==> src/rtl/factorial_pkg.sv <==
`default_nettype none
// ============================================================================
// Module : factorial_pkg
// Brief  : FSM state encodings, mode constants and debug width for the
//          factorial / falling-factorial engine.
// Rev    : 1.0  initial release
// ============================================================================
package factorial_pkg;

    typedef enum logic [1:0] {
        ST_IDLE = 2'd0,
        ST_LOAD = 2'd1,
        ST_MUL  = 2'd2,
        ST_FIN  = 2'd3
    } state_e;

    localparam logic MODE_FACT = 1'b0;
    localparam logic MODE_PERM = 1'b1;
    localparam int   DBG_W     = 4;

endpackage : factorial_pkg
`default_nettype wire

==> src/rtl/factorial_mul_step.sv <==
`default_nettype none
// ============================================================================
// Module : factorial_mul_step
// Brief  : Combinational acc*cnt step with overflow detection; saturates the
//          product to all ones when SATURATE_EN is defined.
// Rev    : 1.0  initial release
// ============================================================================
module factorial_mul_step #(
    parameter int N_W   = 5,
    parameter int OUT_W = 32
) (
    input  logic [OUT_W-1:0] acc_i,
    input  logic [N_W-1:0]   cnt_i,
    output logic [OUT_W-1:0] product_o,
    output logic             ovf_o
);

    logic [OUT_W+N_W-1:0] full_w;

    assign full_w = {{N_W{1'b0}}, acc_i} * {{OUT_W{1'b0}}, cnt_i};
    assign ovf_o  = |full_w[OUT_W+N_W-1:OUT_W];

`ifdef SATURATE_EN
    // Once saturated, later steps multiply by cnt>=1 and stay saturated.
    assign product_o = ovf_o ? {OUT_W{1'b1}} : full_w[OUT_W-1:0];
`else
    assign product_o = full_w[OUT_W-1:0];
`endif

endmodule : factorial_mul_step
`default_nettype wire

==> src/rtl/factorial_perm_calc.sv <==
`default_nettype none
// ============================================================================
// Module : factorial_perm_calc
// Brief  : Iterative n! (MODE=0) / nPk (MODE=1) engine with sticky overflow.
//          Optional macro SATURATE_EN selects saturating instead of wrapping.
// Rev    : 1.0  initial release
// ============================================================================
module factorial_perm_calc
    import factorial_pkg::*;
#(
    parameter int N_W   = 5,
    parameter int OUT_W = 32
) (
    input  logic             clk,
    input  logic             rst,
    input  logic             GO,
    input  logic             MODE,
    input  logic [N_W-1:0]   n,
    input  logic [N_W-1:0]   k,
    output logic             DONE,
    output logic [OUT_W-1:0] OUTPUT,
    output logic             OVF,
    output logic             ERR,
    output logic [DBG_W-1:0] debugcs
);

    state_e           state_q;
    logic             mode_q;
    logic [N_W-1:0]   n_q;
    logic [N_W-1:0]   k_q;
    logic [OUT_W-1:0] acc_q;
    logic [N_W-1:0]   cnt_q;
    logic [N_W-1:0]   steps_q;
    logic             done_q;
    logic [OUT_W-1:0] out_q;
    logic             ovf_q;
    logic             err_q;

    logic [OUT_W-1:0] acc_d;
    logic             step_ovf_w;

    factorial_mul_step #(
        .N_W   (N_W),
        .OUT_W (OUT_W)
    ) u_mul_step (
        .acc_i     (acc_q),
        .cnt_i     (cnt_q),
        .product_o (acc_d),
        .ovf_o     (step_ovf_w)
    );

    always_ff @(posedge clk) begin
        if (rst) begin
            state_q <= ST_IDLE;
            mode_q  <= MODE_FACT;
            n_q     <= '0;
            k_q     <= '0;
            acc_q   <= '0;
            cnt_q   <= '0;
            steps_q <= '0;
            done_q  <= 1'b0;
            out_q   <= '0;
            ovf_q   <= 1'b0;
            err_q   <= 1'b0;
        end else begin
            case (state_q)
                ST_IDLE: begin
                    if (GO) begin
                        mode_q  <= MODE;
                        n_q     <= n;
                        k_q     <= k;
                        ovf_q   <= 1'b0;
                        err_q   <= 1'b0;
                        done_q  <= 1'b0;
                        state_q <= ST_LOAD;
                    end
                end
                ST_LOAD: begin
                    cnt_q   <= n_q;
                    state_q <= ST_MUL;
                    if (mode_q == MODE_PERM && k_q > n_q) begin
                        err_q   <= 1'b1;
                        acc_q   <= '0;
                        steps_q <= '0;
                    end else begin
                        acc_q   <= {{(OUT_W-1){1'b0}}, 1'b1};
                        steps_q <= (mode_q == MODE_PERM) ? k_q : n_q;
                    end
                end
                ST_MUL: begin
                    if (steps_q == '0) begin
                        // Result is published only on entry to FIN.
                        done_q  <= 1'b1;
                        out_q   <= acc_q;
                        state_q <= ST_FIN;
                    end else begin
                        acc_q   <= acc_d;
                        ovf_q   <= ovf_q | step_ovf_w;
                        cnt_q   <= cnt_q - N_W'(1);
                        steps_q <= steps_q - N_W'(1);
                    end
                end
                ST_FIN: begin
                    if (!GO) begin
                        done_q  <= 1'b0;
                        state_q <= ST_IDLE;
                    end
                end
                default: state_q <= ST_IDLE;
            endcase
        end
    end

    assign DONE    = done_q;
    assign OUTPUT  = out_q;
    assign OVF     = ovf_q;
    assign ERR     = err_q;
    assign debugcs = {{(DBG_W-2){1'b0}}, state_q};

endmodule : factorial_perm_calc
`default_nettype wire

==> config.mk <==
export PLATFORM = sky130hd
export DESIGN_NAME = factorial_perm_calc
export DESIGN_NICKNAME = d
export VERILOG_FILES = /design/src/rtl/factorial_pkg.sv /design/src/rtl/factorial_mul_step.sv /design/src/rtl/factorial_perm_calc.sv
export SDC_FILE = /design/constraint.sdc
export NUM_CORES = 1
export LEC_CHECK = 0
export CORE_MARGIN = 2
export CORE_UTILIZATION = 60
export DETAILED_ROUTE_END_ITERATION = 8
export MAX_ROUTING_LAYER = met4
export PLACE_DENSITY = 0.88
export SLEW_MARGIN = 20
export SYNTH_ARGS = -nofsm -noshare
export SYNTH_HDL_FRONTEND = slang
export SYNTH_SLANG_ARGS = --single-unit
==> constraint.sdc <==
create_clock -name clk -period 6.45 [get_ports clk]
set_input_delay 0.9675 -clock clk [delete_from_list [all_inputs] [get_ports clk]]
set_output_delay 0.9675 -clock clk [all_outputs]
set_load 0.005 [all_outputs]
==> flow_summary.json, run 1 <==
{
  "grtUsageTotal": 0.293,
  "synthTopCellsByCount": "nand2_1, inv_1, and2_1",
  "wl_per_cell_um": 16.0,
  "slew_headroom": 0.304,
  "timing.fmax_mhz": 174,
  "die_h_um": 124,
  "syn_to_final_growth_pct": 10.8,
  "worstMarginPinSlew_ns": 1.04,
  "yosysWarnings": 0,
  "path_class": "flop to flop",
  "finalWirelength_um": 20200,
  "ys_seq_elements": 90,
  "postCtsHoldBufs": 0,
  "nets": 1236,
  "cap_violations": 0,
  "grt_pass1_vias": 7203,
  "cts_tree": "done",
  "yosys-top-cells-area": "dfxtp_1, fa_1, and2_1, ha_1, nand2_1",
  "drt_iter0_markers": 554,
  "min_path_cells": 2,
  "drt-pass1-iter-count": 5,
  "outcome": "complete, no violations",
  "muxShareOfSynthArea": 0.00611,
  "hold_violations": 0,
  "synth_most_common_cell": "nand2_1",
  "htreeDepth": 3,
  "cpMaxStageDelayCell": "dfxtp_1",
  "p_leak_nw": 4.39,
  "gp_congestion": 0.919,
  "rr_worst_depth": 17,
  "crit_required_ns": 6.71,
  "seq_area_frac_synth": 0.209,
  "start_util": 0.617,
  "layout_min_cycle_time_ns": 5.74,
  "die_area_um2": 15300,
  "power_mw": 1.86,
  "cts_sinks": 90,
  "synth_compound_area_frac": 0.161,
  "die_x_um": 124,
  "post_cts_resized": 0,
  "drc": 0,
  "synth.avg_cell_area_um2": 8.19,
  "clk_latency_ns": 0.36,
  "diodes": 0,
  "syn_inst": 1050,
  "grt_max_degree": 45,
  "crit_fanout": 27,
  "final_cells": 1260,
  "tns_ns": 0,
  "ant_nets": 0,
  "synth-xor-area-share": 0.0305,
  "rows": 43,
  "dp_slack_ns": 0.801,
  "crit_arrival_ns": 6.00,
  "cts_buffers": 9,
  "synth_area_leader_cell": "dfxtp_1",
  "async_reset_ff_frac": 0,
  "peakVddDrop_uv": 227,
  "cts_root_buffer": "clkbuf_16",
  "r2r_end": "OVF",
  "cts_setup_buffers": 0,
  "critPathTopFamily": "compound AO/OA/AOI/OAI gates",
  "synth_edf_count": 0,
  "finClkSkew_ns": 0.0109,
  "r2r_slack_ns": 0.71,
  "netlist_area_um2": 8600,
  "grt_pass1_wl_um": 34100,
  "antenna_found_initial": 0,
  "ys_types": 58,
  "holdPathEnd": "OUTPUT[18]",
  "ys.flop_type": "dfxtp_1",
  "yosys.area_share.simple": 0.218,
  "power_density_nw_per_um2": 195,
  "worst_r2r_startpoint": "cnt_q[2]",
  "synth_top_cell_area_share": 0.209,
  "slew_violations": 0,
  "rsz0062_at_grt": "no",
  "cp-start-kind": "flop",
  "clockBufferDepth": 2,
  "startpoint": "cnt_q[2]",
  "synth_top_family_by_area": "adder cells",
  "core_area_um2": 13900,
  "dp_hpwl_um": 14600,
  "synthAdderAreaFrac": 0.292,
  "ios": 53,
  "placed_cells": 1244,
  "num_vias": 7263,
  "holdWs_ns": 0.452,
  "setup_slack_ns": 0.707,
  "slowest_delay_ns": 1.02,
  "hp-class": "flop to flop",
  "clkTransAtPathRegs_ns": 0.07,
  "io_buffers": 50,
  "viasPerCell": 5.76,
  "path_cells": "buf_4 -> nand2_1 -> fa_1 -> fa_1 -> fa_1 -> inv_1 -> ha_1 -> o211ai_1 -> a21oi_1 -> a31o_2 -> a21oi_1 -> o221ai_1 -> a31oi_1 -> nand2b_1 -> a21oi_1 -> mux2_1 -> a2111oi_2",
  "path_depth": 17,
  "path_buf_inv": 2,
  "drive_gt1_frac": 0.0389,
  "min_from": "OUTPUT[18]",
  "end_kind": "flop",
  "overflow": 0,
  "setup_viol": 0,
  "fin_crit_sh": 0.890
}
[area by class of cell]
| cell class | count | area (um2) |
|---|---|---|
| Inverter | 136 | 510 |
| Multi-Input combinational cell | 777 | 6100 |
| Tap cell | 180 | 225 |
| Fill cell | 1092 | 4400 |
| Sequential cell | 90 | 1800 |
| Timing Repair Buffer | 61 | 578 |
| Clock buffer | 10 | 239 |
| Clock inverter | 6 | 78.8 |
[worst register-to-register path: stages (launching register included)]
cell and delay (ns):
dfxtp_1 1.02, buf_4 0.31, nand2_1 0.08, fa_1 0.47
fa_1 0.47, fa_1 0.52, inv_1 0.04, ha_1 0.37
o211ai_1 0.20, a21oi_1 0.08, a31o_2 0.28, a21oi_1 0.29
o221ai_1 0.27, a31oi_1 0.34, nand2b_1 0.11, a21oi_1 0.16
mux2_1 0.35, a2111oi_2 0.29
[sequential cells by signal (all words and copies together), names as in the netlist]
name	cells
DONE	1
cnt_q	5
state_q	2
steps_q	5
k_q	5
ERR	1
OUTPUT	32
OVF	1
n_q	5
acc_q	32
mode_q	1
[power breakdown]
part / switching, mW / leakage [nW] / internal [mW]
registers: 0.0935 / 0.728 / 0.597
logic: 0.403 / 3.51 / 0.194
clock network: 0.255 / 0.158 / 0.320
total: 0.752 / 4.39 / 1.11
[cells in the final DEF (no fill, tap or decap), types with 9 or more instances in the layout]
cell type / n
inv_1: 136
o21ai_0: 29
a22oi_1: 25
buf_4: 11
dfxtp_1: 90
and2_1: 126
xor2_1: 12
ha_1: 57
fa_1: 90
nand2_1: 152
clkbuf_16: 9
xnor2_1: 18
a21o_1: 16
a21oi_1: 80
nand2b_1: 10
clkdlybuf4s50_1: 49
nor2_1: 60
[metal layers]
| metal | vias up | wire length, um | GRT usage |
|---|---|---|---|
| met5 | - | 0 | - |
| met4 | 0 | 586 | 0.121 |
| met3 | 54 | 1600 | 0.0513 |
| met2 | 280 | 9270 | 0.448 |
| met1 | 3499 | 8700 | 0.387 |
| li1 | 3430 | - | - |
[cell families (layout without fill, tap and decap cells)]
family,after synthesis,count (layout)
other,1,2
XOR/XNOR,30,30
AND/OR/NAND/NOR,385,385
multiplexers,5,5
flip-flops,90,90
AO/OA/AOI/OAI,208,208
adder cells (fa/ha/maj),147,147
buffers and inverters,184,213
[worst max-delay path by stage]
stage	end	slack (ns)
after floorplan	OVF	1.43
after global placement	OVF	1.00
after detailed placement	OVF	0.80
after CTS	OVF	0.78
after global routing	OVF	0.37
final	OVF	0.71
[through the flow]
step / instance area, um2 / utilization
6_report: 9530 / 0.684
2_1_floorplan: 8610 / -
3_5_place_dp: 9220 / 0.661
3_3_place_gp: 9220 / 0.661
4_1_cts: 9530 / 0.684
5_1_grt: 9530 / 0.684
(Power assumes the default switching activity.)
==> inputs of run 2 (changes only) <==
- ABC_CLOCK_PERIOD_IN_PS: not set -> 6450
- CTS_CLUSTER_DIAMETER: not set -> 40
==> results of run 2 <==
No change in the layout: final DEF, timing and power equal those of run 1.
